$ cat src/rtl/dvp_pkg.sv
// Shared definitions for the DVP camera-emulation source and the videosampler benches.
// Holds the frame FSM encoding, test pattern codes and small width helpers.
package dvp_pkg;

    localparam int DVP_DATA_W = 8;

    typedef enum logic [2:0] {
        IDLE,
        VSYNC,
        VBACK,
        ACTIVE,
        VFRONT
    } dvp_state_e;

    localparam logic [1:0] PAT_COUNT = 2'd0;
    localparam logic [1:0] PAT_LINE  = 2'd1;
    localparam logic [1:0] PAT_FRAME = 2'd2;
    localparam logic [1:0] PAT_CHECK = 2'd3;

    function automatic int dvp_max(input int a, input int b);
        return (a > b) ? a : b;
    endfunction

    // Bits needed to count 0..n-1, never less than one.
    function automatic int dvp_cw(input int n);
        return (n > 1) ? $clog2(n) : 1;
    endfunction

endpackage

$ cat src/rtl/dvp_pclk_gen.sv
// Free-running pixel clock divider for the DVP source.
// tick_o marks the clk edge on which pclk_o falls; all DVP outputs update there.
module dvp_pclk_gen
    import dvp_pkg::*;
#(
    parameter int PCLK_DIV = 2
) (
    input  logic clk,
    input  logic reset,
    output logic pclk_o,
    output logic tick_o
);

    localparam int               DIV_W    = dvp_cw(PCLK_DIV);
    localparam logic [DIV_W-1:0] DIV_LAST = DIV_W'(PCLK_DIV - 1);

    logic [DIV_W-1:0] r_div_cnt;
    logic             r_pclk;
    logic             w_term;

    assign w_term = (r_div_cnt == DIV_LAST);

    always_ff @(posedge clk or posedge reset) begin
        if (reset) begin
            r_div_cnt <= '0;
            r_pclk    <= 1'b0;
        end else if (w_term) begin
            r_div_cnt <= '0;
            r_pclk    <= ~r_pclk;
        end else begin
            r_div_cnt <= r_div_cnt + 1'b1;
        end
    end

    assign pclk_o = r_pclk;
    assign tick_o = w_term & r_pclk;

endmodule

$ cat src/rtl/dvp_video_source.sv
// OV-style DVP transmitter: pixel clock, vsync/href frame timing and test patterns.
// Drives the videosampler conduits so the capture path runs without a real sensor.
module dvp_video_source
    import dvp_pkg::*;
#(
    parameter int H_ACTIVE      = 640,
    parameter int BYTES_PER_PIX = 2,
    parameter int H_BLANK       = 144,
    parameter int V_ACTIVE      = 480,
    parameter int VSYNC_LINES   = 3,
    parameter int V_BACK        = 17,
    parameter int V_FRONT       = 10,
    parameter int PCLK_DIV      = 2
) (
    input  logic                  clk,
    input  logic                  reset,
    input  logic                  enable_i,
    input  logic [1:0]            pattern_i,
    output logic                  pclk_o,
    output logic                  vsync_o,
    output logic                  href_o,
    output logic [DVP_DATA_W-1:0] pixel_o,
    output logic                  frame_start_o,
    output logic [15:0]           frame_cnt_o,
    output logic                  busy_o
);

    localparam int ACT_BYTES  = H_ACTIVE * BYTES_PER_PIX;
    localparam int LINE_PCLKS = ACT_BYTES + H_BLANK;
    localparam int COL_W      = dvp_cw(LINE_PCLKS);
    localparam int V_MAX      = dvp_max(dvp_max(V_ACTIVE, VSYNC_LINES), dvp_max(V_BACK, V_FRONT));
    localparam int LIN_W      = dvp_cw(V_MAX);

    localparam logic [COL_W-1:0] COL_LAST = COL_W'(LINE_PCLKS - 1);
    localparam logic [COL_W:0]   ACT_END  = (COL_W + 1)'(ACT_BYTES);
    localparam logic [LIN_W-1:0] VS_LAST  = LIN_W'(VSYNC_LINES - 1);
    localparam logic [LIN_W-1:0] VB_LAST  = LIN_W'(V_BACK - 1);
    localparam logic [LIN_W-1:0] VA_LAST  = LIN_W'(V_ACTIVE - 1);
    localparam logic [LIN_W-1:0] VF_LAST  = LIN_W'(V_FRONT - 1);

    dvp_state_e       r_state, w_state_nxt;
    logic [COL_W-1:0] r_col, w_col_nxt;
    logic [LIN_W-1:0] r_line, w_line_nxt;
    logic [1:0]       r_pattern, w_pattern_nxt;
    logic [15:0]      r_frame_cnt, w_cnt_nxt;
    logic             r_frame_start;
    logic             w_start;
    logic             w_tick;
    logic             w_col_wrap;
    logic             w_href;
    logic [7:0]       w_c8;
    logic [7:0]       w_l8;
    logic [DVP_DATA_W-1:0] w_pixel;

    dvp_pclk_gen #(
        .PCLK_DIV (PCLK_DIV)
    ) u_pclk_gen (
        .clk    (clk),
        .reset  (reset),
        .pclk_o (pclk_o),
        .tick_o (w_tick)
    );

    assign w_col_wrap = (r_col == COL_LAST);

    always_ff @(posedge clk or posedge reset) begin
        if (reset) begin
            r_state       <= IDLE;
            r_col         <= '0;
            r_line        <= '0;
            r_pattern     <= '0;
            r_frame_cnt   <= '0;
            r_frame_start <= 1'b0;
        end else begin
            r_state       <= w_state_nxt;
            r_col         <= w_col_nxt;
            r_line        <= w_line_nxt;
            r_pattern     <= w_pattern_nxt;
            r_frame_cnt   <= w_cnt_nxt;
            r_frame_start <= w_start;
        end
    end

    always_comb begin
        w_state_nxt   = r_state;
        w_col_nxt     = r_col;
        w_line_nxt    = r_line;
        w_pattern_nxt = r_pattern;
        w_cnt_nxt     = r_frame_cnt;
        w_start       = 1'b0;
        if (w_tick) begin
            if (r_state != IDLE) begin
                w_col_nxt = w_col_wrap ? '0 : r_col + 1'b1;
                if (w_col_wrap) begin
                    w_line_nxt = r_line + 1'b1;
                end
            end
            case (r_state)
                IDLE: begin
                    if (enable_i) w_start = 1'b1;
                end
                VSYNC: begin
                    if (w_col_wrap && r_line == VS_LAST) begin
                        w_state_nxt = VBACK;
                        w_line_nxt  = '0;
                    end
                end
                VBACK: begin
                    if (w_col_wrap && r_line == VB_LAST) begin
                        w_state_nxt = ACTIVE;
                        w_line_nxt  = '0;
                    end
                end
                ACTIVE: begin
                    if (w_col_wrap && r_line == VA_LAST) begin
                        w_state_nxt = VFRONT;
                        w_line_nxt  = '0;
                    end
                end
                VFRONT: begin
                    if (w_col_wrap && r_line == VF_LAST) begin
                        w_cnt_nxt = r_frame_cnt + 16'd1;
                        if (enable_i) begin
                            w_start = 1'b1;
                        end else begin
                            w_state_nxt = IDLE;
                            w_line_nxt  = '0;
                        end
                    end
                end
                default: begin
                    w_state_nxt = IDLE;
                end
            endcase
            // A new frame restarts the raster at the first VSYNC pclk.
            if (w_start) begin
                w_state_nxt   = VSYNC;
                w_col_nxt     = '0;
                w_line_nxt    = '0;
                w_pattern_nxt = pattern_i;
            end
        end
    end

    assign w_href = (r_state == ACTIVE) && ({1'b0, r_col} < ACT_END);
    assign w_c8   = 8'(r_col);
    assign w_l8   = 8'(r_line);

    always_comb begin
        w_pixel = '0;
        if (w_href) begin
            case (r_pattern)
                PAT_COUNT: w_pixel = w_c8;
                PAT_LINE:  w_pixel = w_l8;
                PAT_FRAME: w_pixel = r_frame_cnt[7:0];
                PAT_CHECK: w_pixel = (w_c8[3] ^ w_l8[3]) ? 8'hFF : 8'h00;
                default:   w_pixel = '0;
            endcase
        end
    end

    // State-derived outputs only move on tick edges, so they are stable at the pclk rise.
    assign vsync_o       = (r_state == VSYNC);
    assign href_o        = w_href;
    assign pixel_o       = w_pixel;
    assign busy_o        = (r_state != IDLE);
    assign frame_start_o = r_frame_start;
    assign frame_cnt_o   = r_frame_cnt;

endmodule

$ cat config.mk
export PLATFORM = sky130hd
export DESIGN_NAME = dvp_video_source
export DESIGN_NICKNAME = d
export VERILOG_FILES = /design/src/rtl/dvp_pkg.sv /design/src/rtl/dvp_pclk_gen.sv /design/src/rtl/dvp_video_source.sv
export SDC_FILE = /design/constraint.sdc
export NUM_CORES = 1
export LEC_CHECK = 0
export BUFFER_PORTS_ARGS = -buffer_cell sky130_fd_sc_hd__buf_2
export CAP_MARGIN = 20
export CORE_UTILIZATION = 25
export CTS_CLUSTER_SIZE = 25
export DETAILED_ROUTE_END_ITERATION = 6
export PLACE_DENSITY = 0.49
export REMOVE_ABC_BUFFERS = 1
export SYNTH_ARGS = -nofsm -noshare
export SYNTH_HDL_FRONTEND = slang
export SYNTH_SLANG_ARGS = --single-unit
$ cat constraint.sdc
create_clock -name clk -period 6.45 [get_ports clk]
set_input_delay 0.3225 -clock clk [delete_from_list [all_inputs] [get_ports clk]]
set_output_delay 0.3225 -clock clk [all_outputs]
set_load 0.03 [all_outputs]
# Word level (Yosys, flattened, before mapping)
# Cells that the tools add are included.
# word_totals
register_bits	44
input_bits	5
out_inout_bits	29
wordCells	75
# classes
add_sub_neg	4
magnitude_cmp	1
eq_ne	18
muxes	28
n_bitwise	3
n_reduce_logical	13
# ops
operator	count
$mux 9	8
$pmux 9 s4	1
$mux 11	3
$pmux 8 s4	1
$mux 3	6
$add 16x1->16 const B	1
$mux 8	2
$pmux 3 s5	1
$add 11x1->11 const B	1
$eq 11x11->1 const B	1
$lt 11x11->1 const B	1
$add 9x1->9 const B	1
$eq 9x2->1 const B	1
$eq 9x4->1 const B	1
$eq 9x5->1 const B	1
$eq 9x9->1 const B	1
$ne 3x3->1 const B	3
$reduce_and 7->1	1
$eq 3x2->1 const B	2
$logic_and 1x1->1	5
$mux 1	5
$eq 2x2->1 const B	2
$reduce_and 2->1	2
$eq 3x1->1 const B	1
15 further kinds	15

# Logic depth before layout (Yosys ltp)
# logic_depth
word_depth	7
mapped_depth	8
depth_no_buf	8

# Hierarchy
# Synthesis repeated with hierarchy kept, for this count alone.
# unflattened
cells_unflattened	287
area_unflattened_um2	2671.3
# modules_own_cells
module	instances	cells_per_inst	area_each_um2	seq_area_each_um2
dvp_video_source	1	281	2597.5	1051.0
dvp_pclk_gen	1	6	73.8	50.0

# Least setup slack after synthesis
# No wires, ideal clock.
# synth_path
path_kind	register to register
start	reg r_line[1]
end	reg r_frame_cnt[11] (netlist: frame_cnt_o[11])
setup_ns	0.133
arrival_time_ns	2.187
required_time_ns	6.317
path_slack_ns	4.129
path_stages_with_launch	9
path_buffers	0
synth_period_minus_slack_ns	2.321
cell_sequence	dfrtp_1 -> inv_1 -> ha_1 -> nand2_1 -> or4_4 -> nor4b_4 -> and4_4 -> nand4_1 -> xnor2_1
# synth_via
elab_chain_cells	3
# synth_lines
element	line_no	text
from (decl)	dvp_video_source.sv:43	logic [LIN_W-1:0] r_line, w_line_nxt;
from (signal assigned)	dvp_video_source.sv:77	r_line <= w_line_nxt;
$eq 9x4->1	dvp_video_source.sv:121	if (w_col_wrap && r_line == VF_LAST) begin
$logic_and 1x1->1	dvp_video_source.sv:121	
$reduce_and 3->1 (no source line)	--	
to (signal assigned)	dvp_video_source.sv:79	r_frame_cnt <= w_cnt_nxt;
to (decl)	dvp_video_source.sv:45	logic [15:0] r_frame_cnt, w_cnt_nxt;
# Every way passes these cells.
# A chain may end at the register's enable or synchronous reset.

# Final worst setup path
# layout_path
start	reg r_col[1]
end	reg r_pattern[0]
# layout_via
elab_chain_cells	6
# layout_lines
element	line_no	text
from (decl)	dvp_video_source.sv:42	logic [COL_W-1:0] r_col, w_col_nxt;
from (signal assigned)	dvp_video_source.sv:76	r_col <= w_col_nxt;
$eq 11x11->1	dvp_video_source.sv:64	assign w_col_wrap = (r_col == COL_LAST);
$logic_and 1x1->1	dvp_video_source.sv:121	
$mux 1	dvp_video_source.sv:121	
$pmux 1 s2	dvp_video_source.sv:98	case (r_state)
$mux 1	dvp_video_source.sv:91	if (w_tick) begin
$reduce_and 2->1 (no source line)	--	
to (signal assigned)	dvp_video_source.sv:78	r_pattern <= w_pattern_nxt;
to (decl)	dvp_video_source.sv:44	logic [1:0] r_pattern, w_pattern_nxt;
# Every way passes these cells. The select of a mux whose other input is x is not followed.

==> results.md <==
- Status: finished clean
- Later-pin clock latency in the skew report: 300 ps
- Crit path kind: flip-flop to flip-flop
- Std cell rows: 37
- CP Capture Point: r_pattern[0]$_DFFE_PP0P_
- Yosys top cell by area: dfrtp_1
- CTS tree: yes
- Non-filler cells, final: around 440
- Worst reg2reg startpoint: r_col[1]$_DFFE_PP0P_
- FFs w/ async S/R, synth: 100%
- Full die area: ~11000 µm²
- Warnings, synthesis: 0
- Req. time, crit path: approximately 6700 ps
- CORE AREA: 10400 µm²
- Share of layout cells above drive strength 1: ~23%
- Avg Synthesized Cell Area: about 9.7 µm²
- Cells after DPL: approximately 430
- Overflow after GRT: 0
- Chip height: 106 µm
- Final Wtd Congestion: 0.814
- Setup tns final: 0 ps
- Sequential share of the synthesized area: between 40% and 50%
- Post-synth top area share: 40.8%
- Ant diodes: 0
- Post-CTS Setup Inserts: 0
- CTS buffer count: 5
- CP arrival: 2850 ps
- Min-Delay Path Class: input port to asynchronous set/reset pin
- RSZ-0062 raised after global routing: false
- # setup viols final: 0
- Max cap viols: 0
- Via density: 4.95
- P&R area growth vs syn: 14.8%
- I/O Buffers: 33
- Max Fclk: around 380 MHz
- Final WL: about 6500 µm
- Worst slew pin tran: between 700 and 800 ps
- IO Count: 34
- Slew margin rel.: about 48%
- Mapped Cells: 278
- Post-synth EDFFs: 0
- Lkg Pwr: roughly 1.4 nW
- Antenna violations before repair: 0
- Post-synth top cells: dfrtp_1 (44), nand2_1 (22), o21ai_0 (17), a211oi_1 (16), nor2_1 (15)
- Post-route ant nets: 0
- Endpoint of the worst-slack reg-to-reg timing path: r_pattern[0]$_DFFE_PP0P_
- Clock Path Buffers: 2
- #FFs+latches synth: 44
- Crit end category: flip-flop
- Top area cells in the synthesized netlist: dfrtp_1 (41%), a211oi_1 (4.4%), xnor2_1 (3.9%)
- CTS resizes: 0
- CP Launch Type: flip-flop
- TritonRoute pass-1 iters: 4
- Distinct cells, synth: 54
- Worst vdd ir: 105 µV
- Initial Utilization: between 20% and 30%
- Nets: around 320
- Clk sinks: between 40 and 50
- R2r worst-path depth: 7
- Reg2reg setup slack: ~3800 ps
- Critical Path Max Stage Delay: 570 ps
- Crit-path max FO: 8
- Fin. Hold Viols: 0
- Worst-path clk slew: 90 ps
- WL/cell: approximately 15 µm
- Min cycle time layout: 2650 ps
- Cell area after synthesis: around 2700 µm²
- Drt first-iter violations: about 120
- Vias in the first global route: between 2k and 2.5k
- Pins Over Slew Limit: 0
- CTS Hold Bufs: 0
- CP Cell Sequence: ha_1 > nand4b_1 > or4_4 > o21ai_2 > nand2_1 > nor2_1 > mux2_2
- Synth Flop Type: dfrtp_1
- Clock skew: 11.8 ps
- GR Util All Layers: 12.3%
- Pin count of the biggest net entering global routing: 45
- Power per cell area: just under 300 nW/µm²
- Via count: approximately 2.2k
- Crit path launch: r_col[1]$_DFFE_PP0P_
- DRC Markers: 0
- Final Cycle Share: around two fifths
- Width of the die: 106 µm
- Most instantiated library cell after synthesis: dfrtp_1
- First-pass GRT wire length: around 11000 µm
- Half-perimeter wire length after detailed placement: 4790 µm
- H-Tree Depth: 2
- Root Driver: clkbuf_8
- Slowest CP cell: or4_4
metrics by stage:
step                util (%)  power (W)  setup WS, ps  hold slack, ps  area [µm²]
floorplan                  -   0.000590          4120             474        2630
global placement        28.4   0.000686          3820             459        2960
detailed placement      28.4   0.000684          3830             462        2960
CTS                     29.6   0.000917          3790             242        3080
global route            29.8   0.000967          3590            57.7        3100
finish                  29.8   0.000908          3800            19.3        3100
layout by cell type, fill, tap and decap left out, types with 7 or more instances in the layout:
cell type / Yosys / final
nor3_1: 7 / 7
nand2_1: 22 / 22
buf_2: 1 / 33
nor2_1: 15 / 15
xor2_1: 12 / 12
a211oi_1: 16 / 16
a21oi_1: 9 / 9
nand3_1: 12 / 12
dfrtp_1: 44 / 44
nand4_1: 12 / 12
xnor2_1: 12 / 12
o21ai_0: 17 / 17
nor2b_1: 8 / 8
state kept, by name, indices dropped and copies added, names as in the netlist:
register / flops
frame_cnt_o: 16
r_col: 11
r_line: 9
r_state: 3
r_pattern: 2
frame_start_o: 1
u_pclk_gen.pclk_o: 1
u_pclk_gen.r_div_cnt: 1
worst min-delay path by stage:
stage                                      from                          end  slack, ps  depth (start not counted)
floorplan                          pattern_i[0]     r_pattern[0]$_DFFE_PP0P_        470                          1
global placement    frame_cnt_o[15]$_DFFE_PP0P_  frame_cnt_o[15]$_DFFE_PP0P_        460                          1
detailed placement  frame_cnt_o[15]$_DFFE_PP0P_  frame_cnt_o[15]$_DFFE_PP0P_        460                          1
CTS                                pattern_i[1]     r_pattern[1]$_DFFE_PP0P_        240                          2
global route                              reset   frame_cnt_o[1]$_DFFE_PP0P_         60                          2
finish                                    reset     r_pattern[0]$_DFFE_PP0P_         20                          2
critical path: cells and delay by family, from the launching register on:
kind / cells / cell delay [ps]
adder cells (fa/ha/maj): 1 / 260
multiplexers: 1 / 370
AND/OR/NAND/NOR: 4 / 1320
AO/OA/AOI/OAI: 1 / 160
flip-flops: 1 / 430
final cells by class:
| type | instances | area (µm²) |
|---|---|---|
| multi-input combinational | 214 | 1500 |
| fill | 1127 | 7310 |
| sequential | 44 | 1100 |
| tap | 136 | 170 |
| inverter | 7 | 26.3 |
| clock inverter | 2 | 38.8 |
| timing repair buffer | 34 | 185 |
| clock buffer | 6 | 82.6 |
routing by layer:
| layer | GRT usage, % | up-vias | share of wire, % |
|---|---|---|---|
| met4 | 4.27 | 0 | 1.7 |
| met1 | 16.5 | 1057 | 51 |
| met2 | 19.4 | 39 | 44 |
| met5 | 0 | - | 0 |
| met3 | 2.64 | 12 | 3.4 |
| li1 | - | 1086 | - |
cells by family (layout without fill, tap and decap cells):
group | count (synthesis) | in the layout | synth area share (%)
and+or+nand+nor | 118 | 118 | 27.3
DFF | 44 | 44 | 40.8
xor gates and xnor gates | 24 | 24 | 7.78
muxes | 7 | 7 | 2.78
buffers and inverters | 20 | 49 | 3.80
AOI/OAI and AO/OA | 59 | 59 | 14.8
adders and majority gates | 6 | 6 | 2.78
where the power goes:
group	internal (W)	switching [W]
registers	0.000308	0.0000853
logic	0.000103	0.000184
clock network	0.000127	0.000101
Note: power is estimated with default switching activity, not from simulation.
